--- src/rtl/cpu_pkg.sv ---
// Shared CPU definitions: opcode constants and fetch-state encoding.
// Latency: n/a (package only).
// Backpressure: n/a (package only).
package cpu_pkg;

  localparam logic [3:0] OP_NOP       = 4'h0;
  localparam logic [3:0] OP_ADD       = 4'h1;
  localparam logic [3:0] OP_MOV_R_ACC = 4'h9;
  localparam logic [3:0] OP_MOV_IMM   = 4'hA;
  localparam logic [3:0] OP_HALT      = 4'hF;

  typedef enum logic {
    FETCH  = 1'b0,
    HALTED = 1'b1
  } fetch_state_e;

endpackage

--- src/rtl/fetch_stage.sv ---
// Instruction fetch: drives imem from the PC and loads the IR for decode.
// Latency: first instruction valid one edge after reset release or redirect; one load per cycle when drained.
// Backpressure: ir_valid/ir_ready handshake; IR, ir_pc and PC hold while ir_valid=1 and ir_ready=0.
//
// Ports:
//   clk, rst_n            clock, async active-low reset
//   imem_addr/imem_data   instruction memory address out, combinational read data in
//   ir_out/ir_pc/ir_valid instruction register, its address and valid flag to decode
//   ir_ready              decode takes ir_out on this edge
//   redirect_valid/_pc    flush and restart fetch at redirect_pc (highest priority)
//   halted                a HALT has been loaded and fetch has stopped
//   fetch_count           saturating count of IR loads since reset
module fetch_stage
  import cpu_pkg::*;
#(
  parameter int ADDR_W = 8,
  parameter int DATA_W = 8
) (
  input  logic              clk,
  input  logic              rst_n,
  output logic [ADDR_W-1:0] imem_addr,
  input  logic [DATA_W-1:0] imem_data,
  output logic [DATA_W-1:0] ir_out,
  output logic [ADDR_W-1:0] ir_pc,
  output logic              ir_valid,
  input  logic              ir_ready,
  input  logic              redirect_valid,
  input  logic [ADDR_W-1:0] redirect_pc,
  output logic              halted,
  output logic [15:0]       fetch_count
);

  localparam logic [ADDR_W-1:0] PC_ONE = ADDR_W'(1);

  fetch_state_e      state_q;
  logic [ADDR_W-1:0] pc_q;
  logic [DATA_W-1:0] ir_q;
  logic [ADDR_W-1:0] ir_pc_q;
  logic              ir_valid_q;
  logic              halted_q;
  logic [15:0]       fetch_count_q;

  logic              transfer;
  logic              load;
  logic              is_halt;
  logic [ADDR_W-1:0] pc_d;
  logic [15:0]       fetch_count_d;

  assign transfer = ir_valid_q & ir_ready;
  // Redirect wins over a load even when decode drains the IR on the same edge.
  assign load     = (state_q == FETCH) & (~ir_valid_q | transfer) & ~redirect_valid;
  assign is_halt  = (imem_data[DATA_W-1 -: 4] == OP_HALT);

  // A HALT leaves the PC pointing at itself so a later redirect is the only way out.
  assign pc_d          = is_halt ? pc_q : pc_q + PC_ONE;
  assign fetch_count_d = (fetch_count_q == 16'hFFFF) ? fetch_count_q : fetch_count_q + 16'd1;

  always_ff @(posedge clk or negedge rst_n) begin
    if (!rst_n) begin
      state_q       <= FETCH;
      pc_q          <= '0;
      ir_q          <= '0;
      ir_pc_q       <= '0;
      ir_valid_q    <= 1'b0;
      halted_q      <= 1'b0;
      fetch_count_q <= '0;
    end else if (redirect_valid) begin
      state_q    <= FETCH;
      pc_q       <= redirect_pc;
      ir_valid_q <= 1'b0;
      halted_q   <= 1'b0;
    end else begin
      case (state_q)
        FETCH: begin
          if (load) begin
            ir_q          <= imem_data;
            ir_pc_q       <= pc_q;
            ir_valid_q    <= 1'b1;
            pc_q          <= pc_d;
            fetch_count_q <= fetch_count_d;
            if (is_halt) begin
              state_q  <= HALTED;
              halted_q <= 1'b1;
            end
          end
        end
        HALTED: begin
          // The HALT stays presented until decode takes it; nothing new is loaded.
          if (transfer) ir_valid_q <= 1'b0;
        end
        default: state_q <= FETCH;
      endcase
    end
  end

  assign imem_addr   = pc_q;
  assign ir_out      = ir_q;
  assign ir_pc       = ir_pc_q;
  assign ir_valid    = ir_valid_q;
  assign halted      = halted_q;
  assign fetch_count = fetch_count_q;

endmodule

--- config.mk ---
export PLATFORM = sky130hd
export DESIGN_NAME = fetch_stage
export DESIGN_NICKNAME = d
export VERILOG_FILES = /design/src/rtl/cpu_pkg.sv /design/src/rtl/fetch_stage.sv
export SDC_FILE = /design/constraint.sdc
export NUM_CORES = 1
export LEC_CHECK = 0
export ABC_CLOCK_PERIOD_IN_PS = 4300
export BUFFER_PORTS_ARGS = -buffer_cell sky130_fd_sc_hd__buf_4
export CAP_MARGIN = 20
export CORE_MARGIN = 5
export CORE_UTILIZATION = 53
export CTS_CLUSTER_DIAMETER = 150
export CTS_CLUSTER_SIZE = 14
export DETAILED_ROUTE_END_ITERATION = 12
export GPL_ROUTABILITY_DRIVEN = 0
export HOLD_SLACK_MARGIN = 0.15
export PLACE_DENSITY = 0.82
export SLEW_MARGIN = 10
export SYNTH_ARGS = -nofsm -noshare
export SYNTH_HDL_FRONTEND = slang
export SYNTH_SLANG_ARGS = --single-unit
--- constraint.sdc ---
create_clock -name clk -period 4.3 [get_ports clk]
set_clock_uncertainty 0.15 [all_clocks]
set_input_delay 0.43 -clock clk [delete_from_list [all_inputs] [get_ports clk]]
set_output_delay 0.43 -clock clk [all_outputs]
set_load 0.01 [all_outputs]
After elaboration in Yosys (flattened, before gate mapping)

Cells that the tools add are included.

Bits of input ports: 20
Flip-flop bits (word level): 43
Logic and storage cells: 46
Output and inout bits: 42

Bitwise operators: 8
Equal/unequal tests: 6
Reduce and logical (&&, ||, !) cells: 7
Muxes and demuxes: 16
$add $sub $neg: 2

Operators with widths:

| cell                                                                    | count |
|---|---|
| 8-bit two-way mux                                                       | 4 |
| 16-bit by 1-bit adder with 16-bit output, second input constant         | 1 |
| 16-bit == test, second input constant                                   | 1 |
| 1-bit two-way mux                                                       | 11 |
| 3-bit AND reduction                                                     | 3 |
| 8-bit by 1-bit adder with 8-bit output, second input constant           | 1 |
| 4-bit == test, second input constant                                    | 1 |
| 2-bit inequality test, second input constant                            | 2 |
| 1-bit inverter                                                          | 4 |
| 4-bit AND reduction                                                     | 1 |
| 2-bit nonzero test                                                      | 2 |
| 1-bit bitwise AND                                                       | 3 |
| 3-bit by 2-bit inequality test with 1-bit output, second input constant | 1 |
| 3-bit inequality test, second input constant                            | 1 |
| 1-bit case mux with 2 select lines                                      | 1 |
| 2-bit AND reduction                                                     | 1 |
| 1-bit OR                                                                | 1 |

Longest topological paths before layout

Word-level depth: 7
Mapped depth: 6
Gate-level depth less buffers: 5

Worst setup path after synthesis

Ideal clock, no wire load.

Path type: input to register
Start: input ir_ready
End: register fetch_count_q[15], in the netlist fetch_count[15]
Stages on the path: 5
Path buffers: 1
Setup slack: 2.547 ns
Data required time: 4.025 ns
Library setup time: 0.125 ns
Data arrival time: 1.478 ns
Cells stage by stage: nand2b_1 > buf_2 > nand4_2 > nor4_1 > mux2_2

Cells in the longest elaborated chain, start to end: 5

RTL lines:

| element                              | line              | text |
|---|---|---|
| start, declared                      | fetch_stage.sv:26 | `input logic ir_ready,` |
| 1-bit bitwise AND                    | fetch_stage.sv:49 | `assign transfer = ir_valid_q & ir_ready;` |
| 1-bit OR                             | fetch_stage.sv:51 | `assign load = (state_q == FETCH) & (~ir_valid_q \| transfer) & ~redirect_valid;` |
| 1-bit bitwise AND (2 in a row)       | fetch_stage.sv:51 |  |
| 4-bit AND reduction (no source line) | -                 |  |
| end signal, assigned                 | fetch_stage.sv:80 | `fetch_count_q <= fetch_count_d;` |
| end, declared                        | fetch_stage.sv:41 | `logic [15:0] fetch_count_q;` |

No other way between the ends.
A chain may end at the register's enable or synchronous reset.

Worst setup path in the final report

Start: register ir_valid_q, in the netlist ir_valid
End: register fetch_count_q[10], in the netlist fetch_count[10]

Cells in the longest elaborated chain, start to end: 5
Elaborated cells between the ends (all ways): 6
Classes of those cells: bitwise: 5; reduce/logical: 1

RTL lines:

| element                                                    | line                                 | text |
|---|---|---|
| start, declared                                            | fetch_stage.sv:39                    | `logic ir_valid_q;` |
| start signal, assigned                                     | fetch_stage.sv:64                    | `ir_valid_q <= 1'b0;` |
| start signal, assigned                                     | fetch_stage.sv:70                    | `ir_valid_q <= 1'b0;` |
| start signal, assigned                                     | fetch_stage.sv:78                    | `ir_valid_q <= 1'b1;` |
| 1-bit bitwise AND / 1-bit inverter (equally long branches) | fetch_stage.sv:49, fetch_stage.sv:51 |  |
| 1-bit OR *                                                 | fetch_stage.sv:51                    |  |
| 1-bit bitwise AND * (2 in a row)                           | fetch_stage.sv:51                    |  |
| 4-bit AND reduction (no source line) *                     | -                                    |  |

Every way passes the cells marked *; elsewhere a longest branch is shown, timed or not.

==> flow_summary.ini <==
[power]
power.internal_mw = 0.789
vdd.ir_drop.worst_v = 0.000281
power_frac_comb = 0.282
seq_power_share = 0.475
p_sw_frac = 0.306
power_switching_mw = 0.349
power_density_mw_per_mm2 = 424
pwr-share-clk = 0.243
p_leak_nw = 1.30

[cts]
cts_buffer_depth = 2
cts_sinks = 43
cts_max_level = 2
clk_latency_ns = 0.30
clk_pin_slew_worst_paths_ns = 0.08
cts_tree = built
clock-root-buffer = clkbuf_8
cts_resized = 0
cts_buffers = 5

[yosys]
synth-seq-cells = 43
seq_area_frac_synth = 0.517
ys.flop_type = dfrtp_1
synth_area_leader_cell = dfrtp_1
synth_area_mm2 = 0.00208
synth_top_area_frac = 0.517
synth.avg_cell_area_um2 = 11.0
synthCells = 189
yosys_warnings = 0
synthTopCellsByArea = dfrtp_1 52%, mux2_2 7.6%, nand2_1 4.9%
synth_edf_count = 0
synth.distinct_cells = 42
synth_nets = 211
async_flop_share = 1.00

[critical_path]
critical_path.max_fanout = 24
path_class = flip-flop to flip-flop
cp-start-kind = flip-flop
critPathRequiredTime_ns = 4.34
cp-startpoint = ir_valid
cp-end-kind = flip-flop
cp_data_arrival_time_ns = 2.11
r2r-start = ir_valid

[floorplan]
die-area_mm2 = 0.00528
die_h_um = 72.7
rows = 22
initial_core_util = 0.556
die_x_um = 72.7
core_mm2 = 0.00374
ios = 62

[timing]
rsz0062_at_grt = no
min_period_over_period = 0.482
setup_tns_ns = 0
setup_ws_ns = 2.23
drv_slew = 0
period_needed_ns = 2.07
finalSetupViolations = 0
worst_pin_slew_ns = 0.548
max_slew_margin = 0.632
hold_viol = 0
fmaxAchievable_mhz = 482

[layout]
area_growth_pct = 28.8
final_nets = 274
layout_commonest_cell = buf_4
fillers = 303
drive_gt1_frac = 0.387
seq_area_mm2 = 0.00108
most-common-layout-cells = 61 x buf_4, 43 x dfrtp_1, 27 x nand2_1, 14 x mux2_2, 9 x nor2_1
antenna_cells = 0
multi_input_area_um2 = 961

[placement]
dp_slack_ns = 2.06
io_buffers = 61
dp_hpwl_mm = 3.33

[detailed_routing]
final_antenna_net_count = 0
vias_per_cell = 5.44
vias = 1636
routed_wl_mm = 4.51
drtIter0Drc = 82
wl_per_cell_um = 15.0
drc = 0
drt_first_pass_iters = 4

[global_route]
antenna_found_initial = 0
first_global_vias = 1579
grt_max_degree = 44
grt_pass1_wl_mm = 7.56
track_usage = 0.185
gr-total-overflow = 0

[run_status]
status = completed

[worst_hold_path]
hp-class = input pin to flip-flop
min_from = imem_data[3]

[job]
maxCapViolations = 0
## final timing paths
kind                                   end  slack [ns]  cells after the start
hold reg to reg                  ir_out[3]        0.33                      2
setup reg to reg           fetch_count[10]        2.23                      4
min in group asynchronous   fetch_count[7]        0.50                      2
hold / removal                   ir_out[3]        0.18                      3
setup / recovery           fetch_count[10]        2.23                      4
max in group asynchronous         ir_pc[5]        3.13                      2
## cell usage after synthesis (4+ instances only)
cell type,n
inv_1,5
and3_1,4
mux2_2,14
nand2_1,27
o21ai_0,8
a21oi_1,4
nand4_1,6
nand3_1,7
nor2_1,9
buf_2,4
dfrtp_1,43
nor3_1,5
xor2_1,8
## state kept, by name (all words and copies together), names as in the netlist
signal	cells
fetch_count	16
halted	1
imem_addr	8
ir_out	8
ir_pc	8
ir_valid	1
state_q	1
## cells by family after synthesis
| family | after synthesis | share of synthesized area |
|---|---|---|
| simple gates | 83 | 0.240 |
| flops | 43 | 0.517 |
| compound gates | 22 | 0.0703 |
| mux | 17 | 0.0925 |
| xor+xnor | 11 | 0.0462 |
| buf+inv | 11 | 0.0222 |
| fa+ha+maj | 2 | 0.0120 |
## timing repair
action,CTS,global route
hold buffers,1,0
setup buffers,0,0
hold endpoints to repair,43,0
## per-layer routing
layer,track usage,vias to the layer above,part of all wire
met4,0.0492,0,0.011
li1,-,799,-
met3,0.0689,5,0.079
met1,0.266,783,0.45
met5,0,-,0
met2,0.263,49,0.46
## stage by stage
step | cells | utilization | hold slack (ns) | total power, mW | area (um2)
floorplan | 189 | - | -0.0156 | 0.703 | 2080
global placement | 292 | 0.688 | 0.300 | 0.861 | 2570
detailed placement | 292 | 0.688 | 0.300 | 0.870 | 2570
CTS | 301 | 0.717 | 0.169 | 1.15 | 2680
global route | 301 | 0.717 | 0.169 | 1.21 | 2680
finish | 301 | 0.717 | 0.176 | 1.14 | 2680
## power groups by stage
stage	Combinational [mW]	Clock, mW	Sequential [mW]
floorplan	0.136	0	0.567
global placement	0.316	0	0.545
detailed placement	0.324	0	0.547
CTS	0.326	0.284	0.540
global route	0.352	0.303	0.552
finish	0.321	0.277	0.540
## layout make-up
type / count / share of cell area
flip-flops and latches: 43 / 0.401
well taps: 48 / 0.0224
repair buffers: 62 / 0.174
multi-input cells: 135 / 0.358
inverters: 5 / 0.00699
clock buffers: 8 / 0.0373
## worst max-delay path, stage by stage (launching register included)
cell and delay (ns):
dfrtp_1 0.40, nand2b_1 0.26, nand2_2 0.40, nor4_1 0.39
mux2_2 0.36
Power figures use the tool's default switching activity.
